## src/rtl/hp_bar_animator.sv

```systemverilog
// hp_bar_animator: animated, colour-graded bar sprite (e.g. an HP bar).
// The fill slides toward a commanded target by STEP px every FRAME_DIV frames.
module hp_bar_animator #(
    parameter int          WIDTH     = 64,
    parameter int          HEIGHT    = 8,
    parameter int          STEP      = 1,
    parameter int          FRAME_DIV = 2,
    parameter logic [11:0] COLOR_HI  = 12'h0F0,
    parameter logic [11:0] COLOR_MID = 12'hFF0,
    parameter logic [11:0] COLOR_LO  = 12'hF00,
    parameter logic [11:0] BG_COLOR  = 12'h444,
    localparam int         FW        = $clog2(WIDTH + 1)
) (
    input  logic          clk_in,
    input  logic          rst_n_in,
    input  logic          frame_in,
    input  logic [10:0]   x_in,
    input  logic [9:0]    y_in,
    input  logic [10:0]   hcount_in,
    input  logic [9:0]    vcount_in,
    input  logic [FW-1:0] target_in,
    input  logic          target_valid_in,
    input  logic          snap_in,
    output logic [11:0]   pixel_out,
    output logic          busy_out,
    output logic          done_out
);

    localparam int CW = (FRAME_DIV > 1) ? $clog2(FRAME_DIV) : 1;
    localparam int MW = FW + 3;

    localparam logic [FW-1:0] WIDTH_F  = FW'(WIDTH);
    localparam logic [FW-1:0] STEP_F   = FW'(STEP);
    localparam logic [CW-1:0] CNT_LAST = CW'(FRAME_DIV - 1);
    localparam logic [MW-1:0] WIDTH_M  = MW'(WIDTH);
    localparam logic [MW-1:0] FIVE_M   = MW'(5);

    typedef enum logic [1:0] {
        IDLE   = 2'd0,
        SHRINK = 2'd1,
        GROW   = 2'd2
    } state_t;

    state_t        state_q, state_d;
    logic [FW-1:0] fill_q, fill_d;
    logic [FW-1:0] target_q, target_d;
    logic [CW-1:0] cnt_q, cnt_d;
    logic          done_q, done_d;
    logic [11:0]   pixel_q, pixel_d;

    logic [FW-1:0] tgt_clamp;
    logic [FW-1:0] diff;
    logic [FW-1:0] amt;
    logic          fill_gt;
    logic          fill_lt;
    logic          land;
    logic          strobe;
    logic          running;
    logic          step_en;

    // Clamp the incoming target so the fill can never exceed the box.
    assign tgt_clamp = (target_in > WIDTH_F) ? WIDTH_F : target_in;

    assign fill_gt = fill_q > target_q;
    assign fill_lt = fill_q < target_q;
    assign diff    = fill_gt ? (fill_q - target_q) : (target_q - fill_q);
    assign amt     = (diff < STEP_F) ? diff : STEP_F;
    assign land    = diff <= STEP_F;

    // A strobe in the same cycle as frame_in swallows that frame.
    assign strobe  = snap_in | target_valid_in;

    // Only count frames once the state agrees with the required direction.
    assign running = ((state_q == SHRINK) && fill_gt) ||
                     ((state_q == GROW)   && fill_lt);

    assign step_en = frame_in && !strobe && running && (cnt_q == CNT_LAST);

    // Animation state, fill, target, frame divider and done pulse.
    always_ff @(posedge clk_in or negedge rst_n_in) begin
        if (!rst_n_in) begin
            state_q  <= IDLE;
            fill_q   <= WIDTH_F;
            target_q <= WIDTH_F;
            cnt_q    <= '0;
            done_q   <= 1'b0;
        end else begin
            state_q  <= state_d;
            fill_q   <= fill_d;
            target_q <= target_d;
            cnt_q    <= cnt_d;
            done_q   <= done_d;
        end
    end

    // Next state: strobes freeze or reset direction, otherwise follow the gap.
    always_comb begin
        state_d = state_q;
        if (snap_in) begin
            state_d = IDLE;
        end else if (target_valid_in) begin
            state_d = state_q;
        end else if (step_en && land) begin
            state_d = IDLE;
        end else if (fill_gt) begin
            state_d = SHRINK;
        end else if (fill_lt) begin
            state_d = GROW;
        end else begin
            state_d = IDLE;
        end
    end

    // Datapath updates: capture, snap, frame divider and clamped step.
    always_comb begin
        fill_d   = fill_q;
        target_d = target_q;
        cnt_d    = cnt_q;
        done_d   = 1'b0;
        if (target_valid_in) begin
            target_d = tgt_clamp;
            cnt_d    = '0;
        end
        if (snap_in) begin
            fill_d = target_valid_in ? tgt_clamp : target_q;
            cnt_d  = '0;
        end else if (frame_in && !target_valid_in && running) begin
            if (cnt_q == CNT_LAST) begin
                cnt_d  = '0;
                fill_d = fill_gt ? (fill_q - amt) : (fill_q + amt);
                done_d = land;
            end else begin
                cnt_d = cnt_q + CW'(1);
            end
        end
    end

    logic [11:0]   h_ext;
    logic [11:0]   h_end;
    logic [11:0]   f_end;
    logic [10:0]   v_ext;
    logic [10:0]   v_end;
    logic          in_box;
    logic          in_fill;
    logic [MW-1:0] fill_m;
    logic [11:0]   fill_col;

    // One extra bit on each axis keeps the box edges from wrapping.
    assign h_ext = {1'b0, hcount_in};
    assign h_end = {1'b0, x_in} + 12'(WIDTH);
    assign f_end = {1'b0, x_in} + 12'(fill_q);
    assign v_ext = {1'b0, vcount_in};
    assign v_end = {1'b0, y_in} + 11'(HEIGHT);

    assign in_box = (hcount_in >= x_in) && (h_ext < h_end) &&
                    (vcount_in >= y_in) && (v_ext < v_end);
    assign in_fill = in_box && (h_ext < f_end);

    assign fill_m = MW'(fill_q);

    // Colour grade from the current fill fraction: >=1/2, >=1/5, else low.
    always_comb begin
        fill_col = COLOR_LO;
        if ((fill_m << 1) >= WIDTH_M) begin
            fill_col = COLOR_HI;
        end else if ((fill_m * FIVE_M) >= WIDTH_M) begin
            fill_col = COLOR_MID;
        end
    end

    // Pixel select: fill colour, empty-box background, or transparent.
    always_comb begin
        pixel_d = 12'h000;
        if (in_fill) begin
            pixel_d = fill_col;
        end else if (in_box) begin
            pixel_d = BG_COLOR;
        end
    end

    // Registered pixel output for the scene mixer.
    always_ff @(posedge clk_in or negedge rst_n_in) begin
        if (!rst_n_in) begin
            pixel_q <= 12'h000;
        end else begin
            pixel_q <= pixel_d;
        end
    end

    assign pixel_out = pixel_q;
    assign busy_out  = (state_q != IDLE);
    assign done_out  = done_q;

endmodule

```

## config.mk

```make
export PLATFORM = sky130hd
export DESIGN_NAME = hp_bar_animator
export DESIGN_NICKNAME = d
export VERILOG_FILES = /design/src/rtl/hp_bar_animator.sv
export SDC_FILE = /design/constraint.sdc
export NUM_CORES = 1
export LEC_CHECK = 0
export BUFFER_PORTS_ARGS = -buffer_cell sky130_fd_sc_hd__buf_2
export CAP_MARGIN = 20
export CORE_MARGIN = 5
export CORE_UTILIZATION = 25
export CTS_BUF_LIST = sky130_fd_sc_hd__clkbuf_4
export CTS_CLUSTER_DIAMETER = 200
export DETAILED_ROUTE_END_ITERATION = 8
export PLACE_DENSITY = 0.5
export SLEW_MARGIN = 15
export SYNTH_ARGS = -nofsm -noshare
export SYNTH_HDL_FRONTEND = slang
export SYNTH_SLANG_ARGS = --single-unit
```

## constraint.sdc

```tcl
create_clock -name clk_in -period 5.3 [get_ports clk_in]
set_input_delay 1.06 -clock clk_in [delete_from_list [all_inputs] [get_ports clk_in]]
set_output_delay 1.06 -clock clk_in [all_outputs]
set_load 0.02 [all_outputs]
```

Yosys cells after proc, flatten, opt, wreduce, memory -nomap -nowiden. Index checks and enable logic that the tools add are counted.

Multiplexer cells: 24. Bitwise logic cells: 1. $add $sub $neg: 8. Equality and inequality tests: 3. Reductions and logical operators: 20. Multiply operators: 1. $lt $le $gt $ge: 12.

Operator list (number): $mux 7 (8); $lt 11x12->1 (2); $mux 12 (2); $sub 7x7->7 (3); $add 11x7->12 (1); $add 11x7->12 const B (1); $logic_and 1x1->1 (12); $add 10x4->11 const B (1); $ge 11x11->1 (1); $lt 10x11->1 (1); $mux 11 (1); $ge 10x10->1 (1); $ge 10x7->1 const B (1); $mul 7x3->10 const B (1); $mux 2 (5); $ge 8x7->1 const B (1); $mux 8 (1); $add 7x7->7 (1); $gt 7x7->1 (1); $gt 7x7->1 const B (1); $le 7x1->1 const B (1); $lt 7x1->1 const B (1); $lt 7x7->1 (1); $mux 1 (7); other kinds (10) (13).

Output and inout bits: 14. Logic and storage cells: 75. Bits in registers: 30.

Longest topological paths before layout. Gate-level depths: netlist of the first run.

Depth in word-level cells: 9. Gate-level depth with buffers: 20.

Worst setup path before layout of the first run. OpenSTA, ideal clock, no wires.

Path type: reg-to-reg. From: register fill_q[0]. To: register fill_q[6]. Setup slack: 0.827 ns. Cell stages (with the launch flop): 21. Data arrival time: 4.394 ns. Setup time: 0.079 ns. Cells stage by stage: dfrtp_1 inv_1 ha_1 inv_1 fa_1 nor2b_1 a2111oi_4 nand3_1 mux4_2 a211oi_4 ha_1 and2_1 fa_1 a21o_1 a21oi_1 o21bai_1 a21oi_1 xor2_1 nor2_1 xnor2_1 o21ai_0.

Word-level cells in the longest chain between the ends: 9. Elaborated cells between the ends (all ways): 19.

Ends and longest elaborated chain: from (decl) (line 45) `logic [FW-1:0] fill_q, fill_d;`; from (signal assigned) (line 89) `fill_q <= fill_d;`; $sub 7x7->7 or $gt 7x7->1 (tied branches) (line 66, 64); $mux 7 (line 66) `assign diff = fill_gt ? (fill_q - target_q) : (target_q - fill_q);`; $lt 7x1->1 (line 67) `assign amt = (diff < STEP_F) ? diff : STEP_F;`; $mux 7 (line 67); $add 7x7->7 or $sub 7x7->7 (tied branches) (line 130) `fill_d = fill_gt ? (fill_q - amt) : (fill_q + amt);`; $mux 7 (line 130); $mux 7 (line 128) `if (cnt_q == CNT_LAST) begin`; $mux 7 (line 127) `end else if (frame_in && !target_valid_in && running) begin`; $mux 7 (line 124) `if (snap_in) begin`.

Several ways; a longest one is shown, not always the timed one. The select of a mux whose other input is x is not followed. A chain may end at the register's enable or synchronous reset.

Worst setup path in the final report of the first run. Same ends and word-level chain as after synthesis.

==> summary.txt, run 1 <==
Route
  • Antenna-violating nets left: 0
  • Avg WL per Cell: roughly 13 µm
  • Drt total wl: 9030 µm
  • DR iter-0 viols: 134
  • Via Count: ~3200
  • DRT Pass-1 Iters: 4
  • Vias per cell: roughly 4.8
  • DRC Markers: 0

GRT
  • Number of global-route vias before repair: 3264
  • Gr ovfl total: 0
  • Global-route wire length before repair: roughly 15000 µm
  • Initial antenna violation count: 0
  • Total track usage: a little over a tenth
  • Largest net degree at the start of global routing: 24

Setup path
  • Critical path depth: 20
  • Worst path buffer plus inverter count: 2
  • Data required time of the worst path: between 5 and 6 ns
  • Crit path max fanout: 6
  • Worst Setup End Kind: register
  • Critical Path Slowest Stage Cell: mux4_2
  • Critical-path cell list: inv_1 > ha_1 > inv_1 > fa_1 > nor2b_1 > a2111oi_4 > nand3_1 > mux4_2 > a211oi_4 > ha_1 > and2_1 > fa_1 > a21o_1 > a21oi_1 > o21bai_1 > a21oi_1 > xor2_1 > nor2_1 > xnor2_1 > o21ai_0
  • Crit start category: register
  • Crit path kind: reg -> reg
  • R2R depth: 20
  • Worst path top cell family by delay: compound AO/OA/AOI/OAI gates
  • CP arrival: between 5 and 6 ns
  • Max incr delay on CP: 0.52 ns

Clocking
  • Setup Buffers After CTS: 0
  • Worst-skew pair later-pin latency: between 0.3 and 0.4 ns
  • CTS H-tree lvls: 1
  • # hold bufs at CTS: 0
  • Clock buffer depth: 2
  • Root buffer cell: clkbuf_4
  • Clock sinks: 23
  • Clk slew on worst S/H paths: approximately 0.15 ns
  • CTS-repair resized insts: 0
  • Total CTS buffers: 3
  • TritonCTS clock tree: yes

STA
  • Setup TNS: 0 ns
  • Slew Limit Fails: 0
  • WHS: roughly 0.57 ns
  • Final Hold Vio Count: 0
  • Worst Max-Slew Pin Slew: 0.556 ns
  • Final Skew: 0.00383 ns
  • Headroom to the max-slew limit: about 63%
  • Tmin final: 4.90 ns
  • Period utilization: 92.5%
  • Fmax: 0.204 GHz
  • RSZ-0062 raised after global routing: no
  • Finish-stage setup viols: 0
  • Worst setup margin: 0.396 ns

Synthesis
  • Post-synthesis compound-gate area fraction: between 10% and 20%
  • EDFF count, synth: 0
  • Ranking of synthesized cells by area: ha_1 (28%), dfrtp_1 (14%), inv_1 (5.3%)
  • Main combinational cell family by area after synthesis: adder cells
  • Avg Cell Area, Syn: slightly above 8 µm²
  • Post-synthesis sequential area ratio: between 15 and 20%
  • Synth Area in Adders: a little under a third
  • Primary FF master, synth: dfrtp_1
  • Netlist cell types: 62
  • Mux cell area share after synthesis: ~2.0%
  • Leading area contributor after synthesis: ha_1
  • Gate Count Post-Synth: between 400 and 500
  • Yosys reg bits: 23
  • Post-Syn Area: between 3000 and 4000 µm²
  • Yosys top cell area share: 28.2%
  • Synth Area in Simple Gates: 17.4%
  • Ys Warns: 0
  • Asr flop ratio synth: 100%
  • XOR/XNOR Fraction of Synth Area: about 5.8%

Power and ir drop
  • Max VDD drop: a little under 0.00008 V
  • P_int: 0.442 mW
  • Leakage: between 2 and 2.5 nW
  • PD cells: approximately 190 nW/µm²
  • P_sw: about 0.36 mW
  • Combinational power share: between 60 and 70%
  • Switching portion of total power: 45.0%
  • Flop pwr share: between 20% and 30%
  • Clock power share: 11.2%

Floorplan
  • Core box area: 14400 µm²
  • Row count: 44
  • Starting density of the core: 25.3%
  • Chip height: about 130 µm
  • Total die area: between 15000 and 20000 µm²
  • Ports: 68
  • Die width: 131 µm

Place
  • Area after DPL: between 4000 and 5000 µm²
  • # port buffers: 64
  • Pre-CTS setup slack: about 0.47 ns
  • GP Congestion: ~0.86
  • Post-DP HPWL: approximately 7700 µm

Cells and area
  • Final core occ: between 20% and 30%
  • Area grow syn2layout: 14.0%
  • Final instance area: 4150 µm²
  • Most frequent cells in the layout: ha_1 (82), buf_2 (64), inv_1 (51)
  • Share of layout cells above drive strength 1: 17.3%
  • Final #Nets: 638
  • ANT cells: 0
  • Most common cell after layout, fill and taps aside: ha_1

Min path
  • Hold path cells: 2
  • Worst hold-check path type: reg -> reg

Job
  • Max_cap viols: 0

Run status
  • Outcome: completed
[through the flow]
step           power [mW]  instances
3_5_place_dp        0.715        676
3_3_place_gp        0.710        676
5_1_grt             0.891        680
2_1_floorplan       0.592        440
4_1_cts             0.808        680
6_report            0.803        680
[routing by layer]
metal  up-vias  wire (µm)  GRT usage (%)
met2        78       4220           18.2
met4         0        197           3.09
met1      1492       4250           14.5
met3        14        364           1.18
met5         -          0              0
li1       1652          -              -
[sequential cells by signal (all words and copies together) (netlist names)]
signal,flops
pixel_out,5
done_out,1
cnt_q,1
fill_q,7
state_q,2
target_q,7
[Yosys cell counts, drive strengths merged (3+ instances only)]
cell and count:
nor2 24, nor2b 10, mux2i 5, xnor2 21, o211ai 3, ha 82, nor3 9, fa 5
o21bai 4, and2 3, or2 3, a21o 6, inv 51, a21oi 39, xor2 3, nand2 24
a21boi 3, o21a 6, nand3b 7, dfrtp 21, nand2b 5, nor3b 4, nand3 10, buf 13
nand4 7, o21ai 33
[area by class of cell]
cell class                 instances  area [µm²]
fill                            1555       10300
multi-input combinational        351        2780
sequential                        23         578
timing repair buffer              67         343
tap                              184         230
inverter                          51         191
clock buffer                       3        22.5
clock inverter                     1        5.00
[cell families (layout without fill, tap and decap cells)]
group,after synthesis,in the layout
buffers and inverters,66,122
AND/OR/NAND/NOR,118,118
XOR/XNOR,24,24
adder cells (fa/ha/maj),87,87
flip-flops,23,23
AO/OA/AOI/OAI,112,112
other,2,4
multiplexers,6,6
[path summary, 6_finish.rpt]
| path | to | start | slack, ns |
|---|---|---|---|
| hold reg to reg | target_q[6] | target_q[6] | 0.57 |
| setup / recovery | fill_q[6] | fill_q[0] | 0.40 |
| setup reg to reg | fill_q[6] | fill_q[0] | 0.40 |
| max in group asynchronous | fill_q[6] | rst_n_in | 4.24 |
| hold / removal | target_q[6] | target_q[6] | 0.57 |
| min in group asynchronous | fill_q[4] | rst_n_in | 0.70 |
[power by group through the flow]
| stage | combinational [mW] | clock, mW | sequential [mW] |
|---|---|---|---|
| floorplan | 0.382 | 0 | 0.210 |
| global placement | 0.501 | 0 | 0.209 |
| finish | 0.507 | 0.0899 | 0.206 |
| detailed placement | 0.505 | 0 | 0.210 |
| CTS | 0.509 | 0.0934 | 0.207 |
| global route | 0.580 | 0.103 | 0.209 |
[worst reg2reg max path: cells and delay by family (launching register included)]
kind / cells / cell delay (ns)
compound gates: 7 / 1.57
xor+xnor: 2 / 0.30
fa+ha+maj: 4 / 1.29
buf+inv: 2 / 0.16
flops: 1 / 0.49
mux: 1 / 0.52
simple gates: 4 / 0.53
Power figures use the tool's default switching activity.
==> run 2: changes to the inputs <==
--- a/config.mk
+++ b/config.mk
@@ -7,12 +7,14 @@
 export LEC_CHECK = 0
 export BUFFER_PORTS_ARGS = -buffer_cell sky130_fd_sc_hd__buf_2
 export CAP_MARGIN = 20
+export CELL_PAD_IN_SITES_DETAIL_PLACEMENT = 0
+export CELL_PAD_IN_SITES_GLOBAL_PLACEMENT = 1
 export CORE_MARGIN = 5
 export CORE_UTILIZATION = 25
 export CTS_BUF_LIST = sky130_fd_sc_hd__clkbuf_4
 export CTS_CLUSTER_DIAMETER = 200
 export DETAILED_ROUTE_END_ITERATION = 8
-export PLACE_DENSITY = 0.5
+export PLACE_DENSITY = 0.61
 export SLEW_MARGIN = 15
 export SYNTH_ARGS = -nofsm -noshare
 export SYNTH_HDL_FRONTEND = slang
==> summary.txt, run 2 (same netlist as run 1, synthesis figures left out) <==
STA
  • Fmax: 0.203 GHz (was 0.204 GHz)
  • Setup TNS: 0 ns (unchanged)
  • Finish-stage setup viols: 0 (unchanged)
  • Headroom to the max-slew limit: 64.7% (was 62.6%)
  • Slew Limit Fails: 0 (unchanged)
  • Tmin final: 4.92 ns (was 4.90 ns)
  • WHS: 0.568 ns (was 0.566 ns)
  • Worst Max-Slew Pin Slew: 0.530 ns (was 0.556 ns)
  • Worst setup margin: 0.377 ns (was 0.396 ns)
  • RSZ-0062 raised after global routing: no (unchanged)
  • Period utilization: 92.9% (was 92.5%)
  • Final Hold Vio Count: 0 (unchanged)
  • Final Skew: 0.0175 ns (was 0.00383 ns)

Clocking
  • Clock buffer depth: 2 (unchanged)
  • Clock sinks: 23 (unchanged)
  • CTS H-tree lvls: 1 (unchanged)
  • # hold bufs at CTS: 0 (unchanged)
  • TritonCTS clock tree: yes (unchanged)
  • Root buffer cell: clkbuf_4 (unchanged)
  • Total CTS buffers: 3 (unchanged)
  • Setup Buffers After CTS: 0 (unchanged)
  • CTS-repair resized insts: 0 (unchanged)
  • Worst-skew pair later-pin latency: 0.33 ns (about the same)
  • Clk slew on worst S/H paths: 0.14 ns (was 0.15 ns)

GRT
  • Largest net degree at the start of global routing: 24 (unchanged)
  • Initial antenna violation count: 0 (unchanged)
  • Total track usage: 10.6% (was 10.8%)
  • Number of global-route vias before repair: 3103 (was 3264)
  • Gr ovfl total: 0 (unchanged)
  • Global-route wire length before repair: 14900 µm (was 15200 µm)

Cells and area
  • Share of layout cells above drive strength 1: 17.5% (was 17.3%)
  • Most frequent cells in the layout: ha_1 (82), buf_2 (64), inv_1 (51) (unchanged)
  • Final std cells w/o fill: 681 (was 680)
  • Most common cell after layout, fill and taps aside: ha_1 (unchanged)
  • Filler Cell Count: 1590 (was 1555)
  • Final core occ: 28.9% (was 28.8%)
  • Final instance area: 4160 µm² (was 4150 µm²)
  • Register area: 578 µm² (unchanged)
  • Final #Nets: 639 (was 638)
  • Footprint of the multi-input gates: 2780 µm² (unchanged)
  • ANT cells: 0 (unchanged)
  • Area grow syn2layout: 14.3% (was 14.0%)

Route
  • Avg WL per Cell: 13.3 µm (about the same)
  • DR iter-0 viols: 174 (was 134)
  • Antenna-violating nets left: 0 (unchanged)
  • Vias per cell: 4.64 (was 4.76)
  • Drt total wl: 9050 µm (was 9030 µm)
  • DRT Pass-1 Iters: 4 (unchanged)
  • Via Count: 3163 (was 3236)
  • DRC Markers: 0 (unchanged)

Floorplan
  • Ports: 68 (unchanged)
  • Die width: 131 µm (unchanged)
  • Total die area: 17100 µm² (unchanged)
  • Core box area: 14400 µm² (unchanged)
  • Chip height: 131 µm (unchanged)
  • Starting density of the core: 25.3% (unchanged)
  • Row count: 44 (unchanged)

Setup path
  • Crit path kind: reg -> reg (unchanged)
  • Worst Setup End Kind: register (unchanged)
  • Data required time of the worst path: 5.55 ns (was 5.56 ns)
  • Crit start category: register (unchanged)
  • FF-to-FF setup slack: 0.38 ns (was 0.40 ns)
  • CP arrival: 5.17 ns (about the same)
  • Crit path max fanout: 6 (unchanged)

Power and ir drop
  • Switching portion of total power: 44.3% (was 45.0%)
  • P_sw: 0.358 mW (was 0.361 mW)
  • Final Total Pwr: 0.807 mW (was 0.803 mW)
  • Combinational power share: 63.4% (was 63.1%)
  • Leakage: 2.10 nW (about the same)
  • Flop pwr share: 25.2% (was 25.7%)
  • Max VDD drop: 0.0000807 V (was 0.0000793 V)
  • PD cells: 194 nW/µm² (was 193 nW/µm²)
  • P_int: 0.449 mW (was 0.442 mW)
  • Clock power share: 11.4% (was 11.2%)

Job
  • Max_cap viols: 0 (unchanged)

Place
  • Dpl cells: 677 (was 676)
  • Area after DPL: 4130 µm² (about the same)
  • Post-DP HPWL: 7790 µm (was 7680 µm)
  • Pre-CTS setup slack: 0.454 ns (was 0.469 ns)
  • # port buffers: 64 (unchanged)
  • GP Congestion: 0.813 (was 0.862)

Min path
  • Worst hold-check path type: reg -> reg (unchanged)

Run status
  • Outcome: completed (unchanged)
[run 2: cell types whose count changed in the layout (fill, tap and decap cells not counted), sizes merged]
| cell | change |
|---|---|
| buf | +1 |
| clkinv | -1 |
| clkbuf | +1 |
[run 2: worst paths after layout]
path / startpoint / end / cells after the start
max: fill_q[0] / fill_q[6] / 20
max reg2reg: fill_q[0] / fill_q[6] / 20
max in group asynchronous: rst_n_in / target_q[6] / 1
min: state_q[1] / state_q[1] / 2
min reg2reg: state_q[1] / state_q[1] / 2
min in group asynchronous: rst_n_in / done_out / 1
[run 2: power groups by stage]
stage          sequential, mW  clock (mW)  combinational, mW
2_1_floorplan           0.210           0              0.382
3_3_place_gp            0.207           0              0.510
3_5_place_dp            0.207           0              0.511
4_1_cts                 0.204      0.0974              0.515
5_1_grt                 0.206       0.103              0.584
6_report                0.204      0.0921              0.511
[run 2: layer usage]
layer	part of all wire, %	GRT usage, %	vias up	routed length (µm)
met2	47	18.4	57	4270
li1	-	-	1656	-
met4	0.67	1.81	0	61
met3	2.5	0.976	5	230
met1	50	14.6	1445	4490
met5	0	0	-	0
[run 2: final cells by class]
class	instances	area share, %
Multi-Input combinational cell	351	66.9
Timing Repair Buffer	68	8.41
Inverter	51	4.60
Sequential cell	23	13.9
Clock buffer	4	0.721
Tap cell	184	5.53
[run 2: worst max-delay path: stages, from the launching register on]
cell	delay [ns]
dfrtp_1	0.49
inv_1	0.11
ha_1	0.16
inv_1	0.05
fa_1	0.41
nor2b_1	0.18
a2111oi_4	0.35
nand3_1	0.12
mux4_2	0.53
a211oi_4	0.37
ha_1	0.29
and2_1	0.16
fa_1	0.45
a21o_1	0.18
a21oi_1	0.22
o21bai_1	0.09
a21oi_1	0.19
xor2_1	0.16
nor2_1	0.06
xnor2_1	0.13
o21ai_0	0.14
==> run 3: changes to the inputs <==
--- a/config.mk
+++ b/config.mk
@@ -5,6 +5,7 @@
 export SDC_FILE = /design/constraint.sdc
 export NUM_CORES = 1
 export LEC_CHECK = 0
+export ABC_AREA = 1
 export BUFFER_PORTS_ARGS = -buffer_cell sky130_fd_sc_hd__buf_2
 export CAP_MARGIN = 20
 export CELL_PAD_IN_SITES_DETAIL_PLACEMENT = 0
@@ -14,7 +15,7 @@
 export CTS_BUF_LIST = sky130_fd_sc_hd__clkbuf_4
 export CTS_CLUSTER_DIAMETER = 200
 export DETAILED_ROUTE_END_ITERATION = 8
-export PLACE_DENSITY = 0.61
+export PLACE_DENSITY = 0.62
 export SLEW_MARGIN = 15
 export SYNTH_ARGS = -nofsm -noshare
 export SYNTH_HDL_FRONTEND = slang
==> summary.txt, run 3 <==
Run status
  • Outcome: completed (unchanged)

Floorplan
  • Ports: 68 (unchanged)
  • Row count: 45 (was 44)
  • Chip height: 134 µm (was 131 µm)
  • Starting density of the core: 25.4% (was 25.3%)
  • Total die area: 18100 µm² (was 17100 µm²)
  • Core box area: 15200 µm² (was 14400 µm²)
  • Die width: 134 µm (was 131 µm)

GRT
  • Met1 global-route usage: 15.4% (was 14.6%)
  • Initial antenna violation count: 0 (unchanged)
  • Largest net degree at the start of global routing: 24 (unchanged)
  • Number of global-route vias before repair: 3609 (was 3103)
  • M2 GR Usage: 19.7% (was 18.4%)
  • Busiest grt layer: met2 (unchanged)
  • Met3 usage: 1.01% (was 0.976%)
  • Gr ovfl total: 0 (unchanged)
  • Total track usage: 11.3% (was 10.6%)
  • Global-route wire length before repair: 17200 µm (was 14900 µm)

Place
  • Post-DP HPWL: 9230 µm (was 7790 µm)
  • # port buffers: 64 (unchanged)
  • Pre-CTS setup slack: 1.18 ns (was 0.454 ns)
  • GP Congestion: 0.851 (was 0.813)

Synthesis
  • Post-synthesis sequential area ratio: 14.9% (was 15.9%)
  • Gate Count Post-Synth: 552 (was 438)
  • Asr flop ratio synth: 100% (unchanged)
  • Post-Syn Area: 3870 µm² (was 3640 µm²)
  • EDFF count, synth: 0 (unchanged)
  • Yosys top cell area share: 26.5% (was 28.2%)
  • Ranking of synthesized cells by area: ha_1 (27%), dfrtp_1 (14%), nand2_1 (11%) (was ha_1 (28%), dfrtp_1 (14%), inv_1 (5.3%))
  • Primary FF master, synth: dfrtp_1 (unchanged)
  • Netlist cell types: 42 (was 62)
  • Ys Warns: 0 (unchanged)
  • Yosys reg bits: 23 (unchanged)
  • Leading area contributor after synthesis: ha_1 (unchanged)
  • Most frequent cell after synthesis: nand2_1 (was ha_1)
  • Avg Cell Area, Syn: 7.01 µm² (was 8.32 µm²)
  • Top post-synthesis cells by count: nand2_1 (116), ha_1 (82), inv_1 (82) (was ha_1 (82), inv_1 (51), a21oi_1 (37))

STA
  • Headroom to the max-slew limit: 47.6% (was 64.7%)
  • Finish-stage setup viols: 0 (unchanged)
  • Tmin final: 4.09 ns (was 4.92 ns)
  • Fmax: 0.245 GHz (was 0.203 GHz)
  • RSZ-0062 raised after global routing: no (unchanged)
  • Worst Max-Slew Pin Slew: 0.775 ns (was 0.530 ns)
  • Final Skew: 0.0159 ns (was 0.0175 ns)
  • Final Hold Vio Count: 0 (unchanged)
  • Period utilization: 77.1% (was 92.9%)
  • Worst setup margin: 1.21 ns (was 0.377 ns)
  • Setup TNS: 0 ns (unchanged)
  • Slew Limit Fails: 0 (unchanged)

Cells and area
  • Register area: 578 µm² (unchanged)
  • Final #Nets: 753 (was 639)
  • Filler Cell Count: 1682 (was 1590)
  • Share of layout cells above drive strength 1: 15.4% (was 17.5%)
  • ANT cells: 0 (unchanged)
  • Most common cell after layout, fill and taps aside: nand2_1 (was ha_1)
  • Most frequent cells in the layout: nand2_1 (116), inv_1 (82), ha_1 (82) (was ha_1 (82), buf_2 (64), inv_1 (51))
  • Footprint of the multi-input gates: 2890 µm² (was 2780 µm²)
  • Area grow syn2layout: 13.2% (was 14.3%)

Clocking
  • # hold bufs at CTS: 0 (unchanged)
  • TritonCTS clock tree: yes (unchanged)
  • CTS H-tree lvls: 1 (unchanged)
  • Total CTS buffers: 3 (unchanged)
  • Root buffer cell: clkbuf_4 (unchanged)
  • CTS-repair resized insts: 0 (unchanged)
  • Clock buffer depth: 2 (unchanged)
  • Clock sinks: 23 (unchanged)
  • Clk slew on worst S/H paths: 0.14 ns (about the same)
  • Setup Buffers After CTS: 0 (unchanged)
  • Worst-skew pair later-pin latency: 0.32 ns (was 0.33 ns)

Power and ir drop
  • P_sw: 0.611 mW (was 0.358 mW)
  • Clock power share: 7.7% (was 11.4%)
  • PD cells: 266 nW/µm² (was 194 nW/µm²)
  • Flop pwr share: 19.9% (was 25.2%)
  • Switching portion of total power: 52.5% (was 44.3%)
  • P_int: 0.553 mW (was 0.449 mW)
  • Max VDD drop: 0.0000971 V (was 0.0000807 V)
  • Combinational power share: 72.4% (was 63.4%)
  • Leakage: 2.42 nW (was 2.10 nW)

Route
  • DRC Markers: 0 (unchanged)
  • Antenna-violating nets left: 0 (unchanged)
  • DR iter-0 viols: 177 (was 174)
  • Via Count: 3631 (was 3163)
  • DRT Pass-1 Iters: 4 (unchanged)
  • Avg WL per Cell: 12.9 µm (was 13.3 µm)
  • Drt total wl: 10300 µm (was 9050 µm)
  • Vias per cell: 4.54 (was 4.64)

Min path
  • Worst Hold Path EP: target_q[6] (was state_q[1])
  • Worst hold-check path type: reg -> reg (unchanged)
  • Hold path cells: 2 (unchanged)
  • Hold path startpoint: target_q[6] (was state_q[1])

Setup path
  • Worst Setup SP: fill_q[1] (was fill_q[0])
  • Worst Setup End Kind: register (unchanged)
  • R2R depth: 26 (was 20)
  • Crit path kind: reg -> reg (unchanged)
  • RR Startpoint: fill_q[1] (was fill_q[0])
  • Crit path max fanout: 13 (was 6)
  • CP arrival: 4.32 ns (was 5.17 ns)
  • Data required time of the worst path: 5.53 ns (was 5.55 ns)
  • Crit start category: register (unchanged)
  • FF-to-FF setup slack: 1.21 ns (was 0.38 ns)
  • Crit Reg-Reg Endpoint: fill_q[6] (unchanged)

Job
  • Max_cap viols: 0 (unchanged)
run 3: changes by cell type after synthesis, moves of 10 or more:
cell | before | now
nor2_1 | 23 | 36
xor2_1 | 3 | 16
inv_1 | 51 | 82
nand3_1 | 10 | 45
xnor2_1 | 21 | 5
nand2_1 | 24 | 116
nor2b_1 | 10 | 0
run 3: worst max-delay path by stage:
stage | to | slack [ns] | depth (start not counted)
after floorplan | fill_q[6] | 1.71 | 24
after global placement | pixel_out[7] | 1.24 | 15
after detailed placement | pixel_out[9] | 1.18 | 18
after CTS | fill_q[6] | 1.20 | 26
after global routing | fill_q[6] | 0.87 | 25
final | fill_q[6] | 1.21 | 26
run 3: per-layer routing:
metal	vias up	routed length [µm]	share of wire (%)
li1	1941	-	-
met1	1634	5020	49
met2	50	4860	47
met3	6	316	3.1
met4	0	106	1.0
met5	-	0	0
run 3: final cells by class:
type / count / share of cell area, %
clock buffers: 4 / 0.686
inverters: 87 / 7.49
multi-input cells: 433 / 65.9
flip-flops and latches: 23 / 13.2
well taps: 188 / 5.37
repair buffers: 64 / 7.32
run 3: through the flow:
stage	cell area (µm²)	total power [mW]	std cells	hold WS (ns)	utilization [%]
after detailed placement	4350	1.08	795	0.513	28.6
after floorplan	3870	0.888	554	0.472	-
after global routing	4380	1.32	799	0.567	28.8
after global placement	4350	1.08	795	0.519	28.6
final	4380	1.16	799	0.527	28.8
after CTS	4380	1.18	799	0.531	28.8
run 3: logic make-up (layout without fill, tap and decap cells):
kind of cell,Yosys count,count (layout),share of synthesized area [%]
flops,23,23,14.9
xor+xnor,21,21,4.76
buf+inv,98,155,10.6
compound gates,85,85,12.7
other cells,2,4,0.194
fa+ha+maj,87,87,29.1
simple gates,236,236,27.7
run 3: worst max-delay path, stage by stage, from the launching register on:
cell,delay [ns]
dfrtp_1,0.62
inv_1,0.19
ha_1,0.37
nand3_1,0.11
nand2_1,0.10
nand2_1,0.09
nand2_4,0.12
nand2_4,0.13
inv_2,0.10
nand2_1,0.05
nand2_1,0.05
inv_1,0.04
nor2_2,0.12
nand2_2,0.11
clkinv_2,0.11
ha_1,0.23
inv_1,0.06
nor2_1,0.06
fa_1,0.43
a21oi_1,0.14
o21bai_1,0.10
a21oi_1,0.16
nor2_1,0.07
nor2_1,0.13
xor2_1,0.16
nand2_1,0.07
o211ai_1,0.08
run 3: power groups by stage:
| stage | Combinational [mW] | Clock (mW) | Sequential [mW] |
|---|---|---|---|
| finish | 0.843 | 0.0898 | 0.232 |
| detailed placement | 0.846 | 0 | 0.237 |
| floorplan | 0.662 | 0 | 0.226 |
| global placement | 0.847 | 0 | 0.235 |
| CTS | 0.852 | 0.0963 | 0.233 |
| global route | 0.977 | 0.104 | 0.236 |
